**src/rtl/multicycle_control_pkg.sv**
```systemverilog
// ----------------------------------------------------------------------------
// riscv_mc_pkg
//   Shared types and constants for the multicycle RISC-V control unit:
//   the 4-bit state enumeration, the decoded opcodes, the ALU operation
//   classes and the ALU B-input selections.  Also holds two small state
//   classification helpers used by the FSM and the performance counters.
//
// Optional build macro used by the design that imports this package:
//   PERF_CNT_EN (performance counters in multicycle_control)
// ----------------------------------------------------------------------------
package riscv_mc_pkg;

    typedef enum logic [3:0] {
        S_FETCH  = 4'd0,
        S_DECODE = 4'd1,
        S_MEMADR = 4'd2,
        S_MEMRD  = 4'd3,
        S_MEMWB  = 4'd4,
        S_MEMWR  = 4'd5,
        S_EXEC   = 4'd6,
        S_RWB    = 4'd7,
        S_BRANCH = 4'd8,
        S_IEXEC  = 4'd9,
        S_IWB    = 4'd10,
        S_ERROR  = 4'd15
    } state_t;

    // Opcodes (inst[6:0]) understood by the sequencer
    localparam logic [6:0] OP_R    = 7'b0110011;
    localparam logic [6:0] OP_BEQ  = 7'b1100011;
    localparam logic [6:0] OP_ADDI = 7'b0010011;
    localparam logic [6:0] OP_LW   = 7'b0000011;
    localparam logic [6:0] OP_SW   = 7'b0100011;

    // ALU operation class
    localparam logic [1:0] ALUOP_ADD   = 2'd0;
    localparam logic [1:0] ALUOP_SUB   = 2'd1;
    localparam logic [1:0] ALUOP_FUNCT = 2'd2;

    // ALU B-input select
    localparam logic [1:0] ALUB_REG  = 2'd0;
    localparam logic [1:0] ALUB_FOUR = 2'd1;
    localparam logic [1:0] ALUB_IMM  = 2'd2;

    // States that own the memory port and wait on mem_ready
    function automatic logic is_mem_wait_state(input state_t s);
        return (s == S_FETCH) || (s == S_MEMRD) || (s == S_MEMWR);
    endfunction

    // Final state of an instruction: leaving it for FETCH retires the instruction
    function automatic logic is_retire_state(input state_t s);
        return (s == S_MEMWB) || (s == S_MEMWR) || (s == S_RWB) ||
               (s == S_BRANCH) || (s == S_IWB);
    endfunction

endpackage

```
**src/rtl/multicycle_control_if.sv**
```systemverilog
// ----------------------------------------------------------------------------
// multicycle_control_if
//   Bundle between the multicycle control FSM and the datapath.
//
//   Datapath -> control : opcode[6:0], zero, mem_ready
//   Control -> datapath : iord, memread, memwrite, irwrite, pcwrite,
//                         pcwritecond, pcsource, alusrca, alusrcb[1:0],
//                         aluop[1:0], regwrite, memtoreg, err, state_o[3:0]
//
//   Modports: master = control unit, slave = datapath side.
// ----------------------------------------------------------------------------
interface multicycle_control_if;
    import riscv_mc_pkg::*;

    logic [6:0] opcode;
    logic       zero;
    logic       mem_ready;

    logic       iord;
    logic       memread;
    logic       memwrite;
    logic       irwrite;
    logic       pcwrite;
    logic       pcwritecond;
    logic       pcsource;
    logic       alusrca;
    logic [1:0] alusrcb;
    logic [1:0] aluop;
    logic       regwrite;
    logic       memtoreg;
    logic       err;
    logic [3:0] state_o;

    modport master (
        input  opcode, zero, mem_ready,
        output iord, memread, memwrite, irwrite, pcwrite, pcwritecond,
               pcsource, alusrca, alusrcb, aluop, regwrite, memtoreg,
               err, state_o
    );

    modport slave (
        output opcode, zero, mem_ready,
        input  iord, memread, memwrite, irwrite, pcwrite, pcwritecond,
               pcsource, alusrca, alusrcb, aluop, regwrite, memtoreg,
               err, state_o
    );

endinterface

```
**src/rtl/multicycle_control_mem_wait_timer.sv**
```systemverilog
// ----------------------------------------------------------------------------
// mem_wait_timer
//   Wait-state counter for the memory-owning states of the control FSM.
//
//   Ports:
//     clk        in  rising-edge clock
//     rst        in  asynchronous active-low reset (count -> 0)
//     i_clr      in  clear the count (state change); wins over i_inc
//     i_inc      in  count one more wait cycle
//     o_timeout  out count has reached TIMEOUT_CYCLES
//
//   Parameters:
//     TIMEOUT_CYCLES  wait cycles tolerated (1..255)
//     TMR_W           counter width, 2^TMR_W > TIMEOUT_CYCLES
// ----------------------------------------------------------------------------
module mem_wait_timer #(
    parameter int TIMEOUT_CYCLES = 15,
    parameter int TMR_W          = 8
) (
    input  logic clk,
    input  logic rst,
    input  logic i_clr,
    input  logic i_inc,
    output logic o_timeout
);

    localparam logic [TMR_W-1:0] LP_LIMIT = TMR_W'(TIMEOUT_CYCLES);

    logic [TMR_W-1:0] r_count;

    // The FSM leaves the waiting state on the cycle the limit is seen, so
    // the count never needs to go past LP_LIMIT and cannot wrap.
    always_ff @(posedge clk or negedge rst) begin
        if (!rst) begin
            r_count <= '0;
        end else if (i_clr) begin
            r_count <= '0;
        end else if (i_inc) begin
            r_count <= r_count + 1'b1;
        end
    end

    assign o_timeout = (r_count == LP_LIMIT);

endmodule

```
**src/rtl/multicycle_control.sv**
```systemverilog
// ----------------------------------------------------------------------------
// multicycle_control
//   Moore control FSM for a multicycle RISC-V datapath (R-type, beq, addi,
//   lw, sw) sharing one instruction/data memory port.  Memory states wait on
//   mem_ready; a wait longer than TIMEOUT_CYCLES sends the FSM to an absorbing
//   ERROR state that only reset leaves.
//
//   Ports:
//     clk       in   rising-edge clock
//     rst       in   asynchronous active-low reset
//     ctrl_bus  master modport of multicycle_control_if
//                    (opcode/zero/mem_ready in, control strobes, err, state_o out)
//   With PERF_CNT_EN defined:
//     cycle_cnt    out 32  cycles spent outside ERROR since reset
//     instret_cnt  out 32  retired instructions since reset
//
//   Build macro: PERF_CNT_EN adds the two performance counters.
// ----------------------------------------------------------------------------
module multicycle_control
    import riscv_mc_pkg::*;
#(
    parameter int TIMEOUT_CYCLES = 15,
    parameter int TMR_W          = 8
) (
    input  logic                         clk,
    input  logic                         rst,
    multicycle_control_if.master         ctrl_bus
`ifdef PERF_CNT_EN
    ,
    output logic [31:0]                  cycle_cnt,
    output logic [31:0]                  instret_cnt
`endif
);

    state_t     r_state;
    state_t     w_next;
    logic       w_wait;
    logic       w_timeout;
    logic       w_state_chg;

    logic       w_iord;
    logic       w_memread;
    logic       w_memwrite;
    logic       w_irwrite;
    logic       w_pcwrite;
    logic       w_pcwritecond;
    logic       w_pcsource;
    logic       w_alusrca;
    logic [1:0] w_alusrcb;
    logic [1:0] w_aluop;
    logic       w_regwrite;
    logic       w_memtoreg;
    logic       w_err;

    // The zero flag is qualified in the datapath, not by the sequencer.
    logic       w_unused_zero;
    assign w_unused_zero = ctrl_bus.zero;

    // A cycle spent in a memory state without mem_ready is a wait cycle.
    assign w_wait      = is_mem_wait_state(r_state) && !ctrl_bus.mem_ready;
    assign w_state_chg = (w_next != r_state);

    mem_wait_timer #(
        .TIMEOUT_CYCLES (TIMEOUT_CYCLES),
        .TMR_W          (TMR_W)
    ) u_wait_timer (
        .clk       (clk),
        .rst       (rst),
        .i_clr     (w_state_chg),
        .i_inc     (w_wait),
        .o_timeout (w_timeout)
    );

    // ------------------------------------------------------------------
    // State register
    // ------------------------------------------------------------------
    always_ff @(posedge clk or negedge rst) begin
        if (!rst) begin
            r_state <= S_FETCH;
        end else begin
            r_state <= w_next;
        end
    end

    // ------------------------------------------------------------------
    // Next-state logic.  In the memory states mem_ready is tested before
    // the timeout so a completion on the timeout cycle still advances.
    // ------------------------------------------------------------------
    always_comb begin
        w_next = r_state;
        case (r_state)
            S_FETCH: begin
                if (ctrl_bus.mem_ready) begin
                    w_next = S_DECODE;
                end else if (w_timeout) begin
                    w_next = S_ERROR;
                end
            end
            S_DECODE: begin
                case (ctrl_bus.opcode)
                    OP_LW, OP_SW: w_next = S_MEMADR;
                    OP_R:         w_next = S_EXEC;
                    OP_BEQ:       w_next = S_BRANCH;
                    OP_ADDI:      w_next = S_IEXEC;
                    default:      w_next = S_ERROR;
                endcase
            end
            S_MEMADR: begin
                // The instruction register is stable here; anything other
                // than lw/sw cannot reach this state, but is trapped anyway.
                case (ctrl_bus.opcode)
                    OP_LW:   w_next = S_MEMRD;
                    OP_SW:   w_next = S_MEMWR;
                    default: w_next = S_ERROR;
                endcase
            end
            S_MEMRD: begin
                if (ctrl_bus.mem_ready) begin
                    w_next = S_MEMWB;
                end else if (w_timeout) begin
                    w_next = S_ERROR;
                end
            end
            S_MEMWB:  w_next = S_FETCH;
            S_MEMWR: begin
                if (ctrl_bus.mem_ready) begin
                    w_next = S_FETCH;
                end else if (w_timeout) begin
                    w_next = S_ERROR;
                end
            end
            S_EXEC:   w_next = S_RWB;
            S_RWB:    w_next = S_FETCH;
            S_BRANCH: w_next = S_FETCH;
            S_IEXEC:  w_next = S_IWB;
            S_IWB:    w_next = S_FETCH;
            S_ERROR:  w_next = S_ERROR;
            default:  w_next = S_ERROR;
        endcase
    end

    // ------------------------------------------------------------------
    // Output decode.  Pure function of state, except the FETCH strobes
    // that load IR and PC only once the memory has delivered the word.
    // ------------------------------------------------------------------
    always_comb begin
        w_iord        = 1'b0;
        w_memread     = 1'b0;
        w_memwrite    = 1'b0;
        w_irwrite     = 1'b0;
        w_pcwrite     = 1'b0;
        w_pcwritecond = 1'b0;
        w_pcsource    = 1'b0;
        w_alusrca     = 1'b0;
        w_alusrcb     = ALUB_REG;
        w_aluop       = ALUOP_ADD;
        w_regwrite    = 1'b0;
        w_memtoreg    = 1'b0;
        w_err         = 1'b0;

        case (r_state)
            S_FETCH: begin
                w_memread = 1'b1;
                w_alusrcb = ALUB_FOUR;
                w_irwrite = ctrl_bus.mem_ready;
                w_pcwrite = ctrl_bus.mem_ready;
            end
            S_DECODE: begin
                // PC + imm lands in ALUOut for a possible beq
                w_alusrcb = ALUB_IMM;
            end
            S_MEMADR: begin
                w_alusrca = 1'b1;
                w_alusrcb = ALUB_IMM;
            end
            S_MEMRD: begin
                w_memread = 1'b1;
                w_iord    = 1'b1;
            end
            S_MEMWB: begin
                w_regwrite = 1'b1;
                w_memtoreg = 1'b1;
            end
            S_MEMWR: begin
                w_memwrite = 1'b1;
                w_iord     = 1'b1;
            end
            S_EXEC: begin
                w_alusrca = 1'b1;
                w_alusrcb = ALUB_REG;
                w_aluop   = ALUOP_FUNCT;
            end
            S_RWB: begin
                w_regwrite = 1'b1;
            end
            S_BRANCH: begin
                w_alusrca     = 1'b1;
                w_alusrcb     = ALUB_REG;
                w_aluop       = ALUOP_SUB;
                w_pcwritecond = 1'b1;
                w_pcsource    = 1'b1;
            end
            S_IEXEC: begin
                w_alusrca = 1'b1;
                w_alusrcb = ALUB_IMM;
            end
            S_IWB: begin
                w_regwrite = 1'b1;
            end
            S_ERROR: begin
                w_err = 1'b1;
            end
            default: begin
                w_err = 1'b1;
            end
        endcase

        // The state register clears asynchronously, but the strobes are also
        // killed straight from rst so an in-flight write never completes.
        if (!rst) begin
            w_memread     = 1'b0;
            w_memwrite    = 1'b0;
            w_irwrite     = 1'b0;
            w_pcwrite     = 1'b0;
            w_pcwritecond = 1'b0;
            w_regwrite    = 1'b0;
        end
    end

    assign ctrl_bus.iord        = w_iord;
    assign ctrl_bus.memread     = w_memread;
    assign ctrl_bus.memwrite    = w_memwrite;
    assign ctrl_bus.irwrite     = w_irwrite;
    assign ctrl_bus.pcwrite     = w_pcwrite;
    assign ctrl_bus.pcwritecond = w_pcwritecond;
    assign ctrl_bus.pcsource    = w_pcsource;
    assign ctrl_bus.alusrca     = w_alusrca;
    assign ctrl_bus.alusrcb     = w_alusrcb;
    assign ctrl_bus.aluop       = w_aluop;
    assign ctrl_bus.regwrite    = w_regwrite;
    assign ctrl_bus.memtoreg    = w_memtoreg;
    assign ctrl_bus.err         = w_err;
    assign ctrl_bus.state_o     = r_state;

`ifdef PERF_CNT_EN
    // ------------------------------------------------------------------
    // Performance counters (free-running, wrap modulo 2^32)
    // ------------------------------------------------------------------
    logic [31:0] r_cycle_cnt;
    logic [31:0] r_instret_cnt;

    always_ff @(posedge clk or negedge rst) begin
        if (!rst) begin
            r_cycle_cnt   <= '0;
            r_instret_cnt <= '0;
        end else begin
            if (r_state != S_ERROR) begin
                r_cycle_cnt <= r_cycle_cnt + 32'd1;
            end
            if (is_retire_state(r_state) && (w_next == S_FETCH)) begin
                r_instret_cnt <= r_instret_cnt + 32'd1;
            end
        end
    end

    assign cycle_cnt   = r_cycle_cnt;
    assign instret_cnt = r_instret_cnt;
`endif

endmodule

```
**src/flat_wrapper.sv**
```systemverilog
// flat-port wrapper written by rule: the top's interface ports become plain ports
module multicycle_control_flat import riscv_mc_pkg::*;
#(
    parameter int TIMEOUT_CYCLES = 15,
    parameter int TMR_W          = 8
)
  (clk, rst, ctrl_bus_opcode, ctrl_bus_zero, ctrl_bus_mem_ready, ctrl_bus_iord, ctrl_bus_memread, ctrl_bus_memwrite, ctrl_bus_irwrite, ctrl_bus_pcwrite, ctrl_bus_pcwritecond, ctrl_bus_pcsource, ctrl_bus_alusrca, ctrl_bus_alusrcb, ctrl_bus_aluop, ctrl_bus_regwrite, ctrl_bus_memtoreg, ctrl_bus_err, ctrl_bus_state_o);
  multicycle_control_if ctrl_bus_i ();
  input  logic clk;
  input  logic rst;
  input wire logic [$bits(ctrl_bus_i.opcode)-1:0] ctrl_bus_opcode;
  input wire logic [$bits(ctrl_bus_i.zero)-1:0] ctrl_bus_zero;
  input wire logic [$bits(ctrl_bus_i.mem_ready)-1:0] ctrl_bus_mem_ready;
  output wire logic [$bits(ctrl_bus_i.iord)-1:0] ctrl_bus_iord;
  output wire logic [$bits(ctrl_bus_i.memread)-1:0] ctrl_bus_memread;
  output wire logic [$bits(ctrl_bus_i.memwrite)-1:0] ctrl_bus_memwrite;
  output wire logic [$bits(ctrl_bus_i.irwrite)-1:0] ctrl_bus_irwrite;
  output wire logic [$bits(ctrl_bus_i.pcwrite)-1:0] ctrl_bus_pcwrite;
  output wire logic [$bits(ctrl_bus_i.pcwritecond)-1:0] ctrl_bus_pcwritecond;
  output wire logic [$bits(ctrl_bus_i.pcsource)-1:0] ctrl_bus_pcsource;
  output wire logic [$bits(ctrl_bus_i.alusrca)-1:0] ctrl_bus_alusrca;
  output wire logic [$bits(ctrl_bus_i.alusrcb)-1:0] ctrl_bus_alusrcb;
  output wire logic [$bits(ctrl_bus_i.aluop)-1:0] ctrl_bus_aluop;
  output wire logic [$bits(ctrl_bus_i.regwrite)-1:0] ctrl_bus_regwrite;
  output wire logic [$bits(ctrl_bus_i.memtoreg)-1:0] ctrl_bus_memtoreg;
  output wire logic [$bits(ctrl_bus_i.err)-1:0] ctrl_bus_err;
  output wire logic [$bits(ctrl_bus_i.state_o)-1:0] ctrl_bus_state_o;
  assign ctrl_bus_i.opcode = ctrl_bus_opcode;
  assign ctrl_bus_i.zero = ctrl_bus_zero;
  assign ctrl_bus_i.mem_ready = ctrl_bus_mem_ready;
  assign ctrl_bus_iord = ctrl_bus_i.iord;
  assign ctrl_bus_memread = ctrl_bus_i.memread;
  assign ctrl_bus_memwrite = ctrl_bus_i.memwrite;
  assign ctrl_bus_irwrite = ctrl_bus_i.irwrite;
  assign ctrl_bus_pcwrite = ctrl_bus_i.pcwrite;
  assign ctrl_bus_pcwritecond = ctrl_bus_i.pcwritecond;
  assign ctrl_bus_pcsource = ctrl_bus_i.pcsource;
  assign ctrl_bus_alusrca = ctrl_bus_i.alusrca;
  assign ctrl_bus_alusrcb = ctrl_bus_i.alusrcb;
  assign ctrl_bus_aluop = ctrl_bus_i.aluop;
  assign ctrl_bus_regwrite = ctrl_bus_i.regwrite;
  assign ctrl_bus_memtoreg = ctrl_bus_i.memtoreg;
  assign ctrl_bus_err = ctrl_bus_i.err;
  assign ctrl_bus_state_o = ctrl_bus_i.state_o;
  multicycle_control #(.TIMEOUT_CYCLES(TIMEOUT_CYCLES), .TMR_W(TMR_W)) u_core (.clk(clk), .rst(rst), .ctrl_bus(ctrl_bus_i));
endmodule
```
**config.mk**
```make
export PLATFORM = sky130hd
export DESIGN_NAME = multicycle_control_flat
export DESIGN_NICKNAME = d
export VERILOG_FILES = /design/src/rtl/multicycle_control_pkg.sv /design/src/rtl/multicycle_control_if.sv /design/src/rtl/multicycle_control_mem_wait_timer.sv /design/src/rtl/multicycle_control.sv /design/src/flat_wrapper.sv
export SDC_FILE = /design/constraint.sdc
export NUM_CORES = 1
export LEC_CHECK = 0
export BUFFER_PORTS_ARGS = -buffer_cell sky130_fd_sc_hd__buf_2
export CAP_MARGIN = 20
export CORE_MARGIN = 3
export CORE_UTILIZATION = 45
export CTS_CLUSTER_SIZE = 30
export DETAILED_ROUTE_END_ITERATION = 12
export GPL_TIMING_DRIVEN = 0
export PLACE_DENSITY = 0.67
export SLEW_MARGIN = 20
export SYNTH_ARGS = -nofsm -noshare
export SYNTH_HDL_FRONTEND = slang
export SYNTH_SLANG_ARGS = --single-unit
```
**constraint.sdc**
```tcl
create_clock -name clk -period 2.63 [get_ports clk]
set_clock_uncertainty 0.15 [all_clocks]
set_input_delay 0.526 -clock clk [delete_from_list [all_inputs] [get_ports clk]]
set_output_delay 0.526 -clock clk [all_outputs]
set_load 0.02 [all_outputs]
```
* After elaboration in Yosys (flattened, before gate mapping)
Index checks and enable logic that the tools add are counted.
** Storage, ports and cells
- Register bits :: 12
- Bits in latches :: 0
- Bits in writable memories :: 0
- Bits in read-only memories :: 0
- Bits of input ports :: 11
- Word-level logic and storage cells :: 59
- Memories :: 0
** Cells by class
- Add/subtract/negate cells :: 1
- Multiply operators :: 0
- Div/mod/pow operators :: 0
- $lt $le $gt $ge :: 0
- Equality and inequality tests :: 17
- Shifts and indexed selects :: 0
- Multiplexer cells :: 25
- Bitwise gates (word level) :: 0
- Reductions and logical operators :: 14
** Operators with widths (count)
- 4-bit case mux with 8 select lines :: 1
- 4-bit by 3-bit == test with 1-bit output (second input constant) :: 4
- 4-bit two-way mux :: 4
- 8-bit two-way mux :: 2
- 4-bit case mux with 4 select lines :: 1
- 7-bit by 6-bit == test with 1-bit output (second input constant) :: 2
- 1-bit two-way mux :: 14
- 4-bit == test (second input constant) :: 3
- 11-bit OR reduction :: 1
- 8-bit by 1-bit adder with 8-bit output (second input constant) :: 1
- 4-bit by 2-bit == test with 1-bit output (second input constant) :: 2
- 8-bit by 4-bit == test with 1-bit output (second input constant) :: 1
- 2-bit case mux with 2 select lines :: 2
- 4-bit case mux with 2 select lines :: 1
- 4-bit OR reduction :: 2
- 7-bit by 2-bit == test with 1-bit output (second input constant) :: 1
- 7-bit by 5-bit == test with 1-bit output (second input constant) :: 1
- 7-bit == test (second input constant) :: 1
- 2-bit OR reduction :: 3
- 3-bit OR reduction :: 2
- 4-bit by 1-bit == test with 1-bit output (second input constant) :: 1
- 4-bit logical NOT :: 1
- 4-bit != test :: 1
- 1-bit logical OR :: 2
- other kinds (3) :: 3

* Logic depth before layout (Yosys ltp)
- Depth after elaboration :: 6
- Gate-level depth with buffers :: 8

* Modules after synthesis
From an unflattened synthesis, not the netlist that was laid out.
** Second synthesis, totals
- Cell total of the unflattened synthesis :: 130
- Area total of the unflattened synthesis :: 1038.5 um2
** Modules (own cells, without submodules)
- multicycle_control :: instances 1, cells an instance 91, area an instance 644.4 um2, sequential area each 100.1 um2
- mem_wait_timer :: instances 1, cells an instance 39, area an instance 394.1 um2, sequential area each 200.2 um2

* Worst setup path after synthesis
OpenSTA, ideal clock, no wires.
- Path kind :: register -> output
- From :: reg u_core.r_state[0] (netlist: u_core.ctrl_bus.state_o[0])
- To :: out ctrl_bus_pcwrite
- Arrival time :: 2064 ps
- Required time :: 1954 ps
- Slack :: -110 ps
- Cell stages (with the launch flop) :: 5
- Path buffers :: 2
- Cell sequence :: dfrtp_1 buf_6 nor4_1 and3_1 buf_4
** Between the ends
- Word-level cells in the longest chain between the ends :: 3
** RTL lines
- from (decl) :: RTL line multicycle_control.sv:35 : state_t r_state;
- from (signal assigned) :: RTL line multicycle_control.sv:81 : r_state <= w_next;
- 4-bit logical NOT
- 1-bit two-way mux (2 in a row)
- to (decl) :: RTL line flat_wrapper.sv:18 : output wire logic [$bits(ctrl_bus_i.pcwrite)-1:0] ctrl_bus_pcwrite;
Every way passes these cells.

* Worst setup path in the final report
- From :: in rst
- To :: out ctrl_bus_pcwrite
** Between the ends
- Word-level cells in the longest chain between the ends :: 1
** RTL lines
- from (decl) :: RTL line flat_wrapper.sv:10 : input logic rst;
- 1-bit two-way mux :: RTL line multicycle_control.sv:220 : if (!rst) begin
Every way passes these cells.

==> summary by stage <==
Synthesis
The count of mapped cells out of synthesis is 145. Counting flops with a built-in enable in the synthesized netlist gives 0. The share of synthesized area occupied by flip-flops and latches is 26.09%.

After synthesis the netlist holds a flip-flop and latch count of 12. Summing every instance area after synthesis gives 1151 um2. The post-synthesis net count is 157. The number of library cell types mapped by synthesis is 52. In this run the mean area of a mapped cell was 7.939 um2. For this run, the leading register cell type out of synthesis is dfrtp_1.

In the synthesized netlist the async set-or-reset flop fraction comes to 100.0%. The total number of yosys warnings is 0.

Worst hold path
The worst hold path terminates at u_core.u_wait_timer.r_count[7]. The worst hold path belongs to the class flop to flop. The cell count of the worst hold path is 2. The startpoint identified for the worst hold timing path is u_core.u_wait_timer.r_count[7].

CTS
The CTS buffer count is 3. For the worst-skew pair, the clock arrives at the later sink with an insertion delay of 0.28 ns. The clock transition time at the flip-flop clock pins of the worst setup and hold paths is 0.08 ns.

The number of H-tree levels is 1. The tree is rooted in a clkbuf_4. The CTS tree is done. The number of sinks on the clock net is 12.

The number of buffers on the longest clock path is 2. The post-cts repair resize count is 0.

Timing
The worst path uses 96.42% of the clock period. Setup violations remaining at the end of the flow were counted as 0. The shortest period the worst path allows is 2.536 ns. Measured against its own limit, the worst slew margin works out to 65.00%. Setup total negative slack on the finished layout was measured at 0 ns. The total count of max-transition violations in the final report is 0. At the pin with the least slew margin, the transition time is 0.5250 ns. The number of hold violations in the final report is 0. Setup repair after global routing left no endpoint under its margin. The highest attainable clock frequency is 0.3943 GHz.

Power
In this run the static leakage power is 0.6156 nW. For this design the ratio of total power to cell area is 1147 nW/um2. The total design power is 1.574 mW. The peak supply drop is 1.010 mV.

Floorplan
30 I/O pins were placed. The floorplan die height is 56.58 um. The overall die width is 56.58 um. The floorplan has 17 rows. The starting density of the core is 49.65%. In this run the standard cell core region covers 2318 um2.

The full die area is 3201 um2.

Route
For this block, the routed nets add up to 2923 um of wire. For this block, the initial DRC count from the detailed router was 39. The post-detailed-route wirelength per cell is 14.40 um.

The residual antenna-violating net count after detailed routing is 0. The number of iterations in the first detailed-routing pass is 4. The routed layout has 1,189 vias. For this run, design rule violations remaining after detail routing come to 0. After detailed routing, the number of vias per cell comes to 5.857.

Setup path
The endpoint class of the critical path is an output port. The reg-to-reg critical path endpoint is u_core.u_wait_timer.r_count[2]. At the worst endpoint, the arrival time is 1.86 ns. The start of the worst register-to-register path is u_core.ctrl_bus.state_o[3]. STA classifies the critical path startpoint as an input port. The worst reg2reg path depth is 8. The register-to-register path setup slack is 0.38 ns.

Of all nets on the critical path, the largest fanout is 17. The critical path in this run is classified as input port to output port. STA puts the critical path data required time at 1.95 ns.

Final layout
At the end of the flow, the number of nets in the layout was 188. In the layout the commonest cells are 29 x buf_2, 18 x nor2_1, 16 x nand2_1. Once layout is complete, the utilization of the core stands at 59.20%. The synthesis-to-layout area growth is 19.24%. The non-filler instance count after layout is 203. The number of antenna diodes in the final layout is 0. The most common cell after layout, fill and taps aside is buf_2. Cells with a size suffix above 1 make up 28.00% of the layout.

Global route
The total global-route track usage is 19.21%. The largest net degree at the start of global routing is 20. The first-pass GRT wire length is 4988 um. The total global routing overflow is 0. The number of global-route vias before repair was 1,087. The number of antenna violations at the first check in global routing is 0.

Placed design
Routability-driven placement finished with a final weighted congestion of 0.8550. The count of input and output buffers is 28. The number of cells after detailed placement is 201. The placed wire-length estimate after detailed placement is 2266 um.

Status
The run finished with clean final reports.

Flow run
Max-cap violations in this run came to 0.
==> how the worst max path moves through the flow <==
stage,startpoint,cells past startpoint,slack [ns],end
2_1_floorplan,u_core.ctrl_bus.state_o[3],5,-0.004,ctrl_bus_pcwritecond
3_3_place_gp,ctrl_bus_opcode[3],7,0.31,u_core.u_wait_timer.r_count[0]
3_5_place_dp,u_core.ctrl_bus.state_o[3],7,0.24,ctrl_bus_regwrite
4_1_cts,u_core.ctrl_bus.state_o[2],7,0.07,ctrl_bus_regwrite
5_1_grt,rst,5,0.003,ctrl_bus_pcwrite
6_report,rst,5,0.09,ctrl_bus_pcwrite
==> through the flow <==
step                      worst slack (ns)  cell area, um2  hold WS, ns
final                              0.09409            1373       0.4079
after global routing              0.003341            1373       0.4341
after CTS                          0.06521            1380       0.4102
after detailed placement            0.2425            1338       0.3039
after global placement              0.3070            1338       0.3051
after floorplan                  -0.004292            1162      0.08041
==> cells in the mapped netlist, drive strengths merged (2+ instances only) <==
master	number	share of area, %
nand2	16	5.2
o211ai	2	1.3
o311ai	2	1.5
and2	2	1.1
clkbuf	4	1.3
or4	2	1.6
nand2b	4	2.2
nor2	18	5.9
o21ai	5	2.2
nand4	4	3.5
nand3	4	1.7
dfrtp	12	26
nor4	2	1.1
xor2	3	2.3
inv	5	1.6
nor3	9	4.3
xnor2	7	5.3
mux2	2	2.3
a21oi	8	4.1
buf	6	4.3
mux2i	2	1.7
and3	3	1.6
a21boi	2	1.3
==> per-layer routing <==
metal,share of wire (%),up-vias,global-route usage [%]
li1,-,583,-
met1,48,556,28.69
met2,45,46,28.05
met3,6.8,4,3.678
met4,0.92,0,4.746
met5,0,-,0
==> power breakdown <==
part           total (mW)  leakage (nW)  internal (mW)  switching (mW)
clock               0.149        0.0210         0.0842          0.0645
sequential          0.266         0.158          0.223          0.0434
combinational        1.16         0.436          0.437           0.722
==> registers in the layout, indices dropped and copies added, names as in the netlist <==
name	cells
u_core.ctrl_bus.state_o	4
u_core.u_wait_timer.r_count	8
==> logic make-up after synthesis <==
group	synth area share [%]
simple gates	34.67
compound gates	18.37
buf+inv	7.282
flops	26.09
xor+xnor	7.609
mux	4.021
fa+ha+maj	1.956
==> timing repair <==
action                     in CTS  in global routing
setup endpoints to repair       2                  1
cloned                          0                  0
pin swaps                       0                  0
hold buffers                    1                  0
hold endpoints to repair        7                  0
buffers inserted                0                  0
==> critical path, stage by stage <==
cell	delay, ns
dlygate4sd3_1	0.52
buf_2	0.33
and3_1	0.23
buf_4	0.10
buf_2	0.14
==> area by class of cell <==
class	count	area, um2
fill	218	945.9
multi-input combinational	118	778.2
sequential	12	300.3
timing repair buffer	29	150.1
buffer	7	53.80
clock buffer	4	36.28
tap	28	35.03
inverter	5	18.77
No activity file was read; power rests on OpenSTA's default activity.
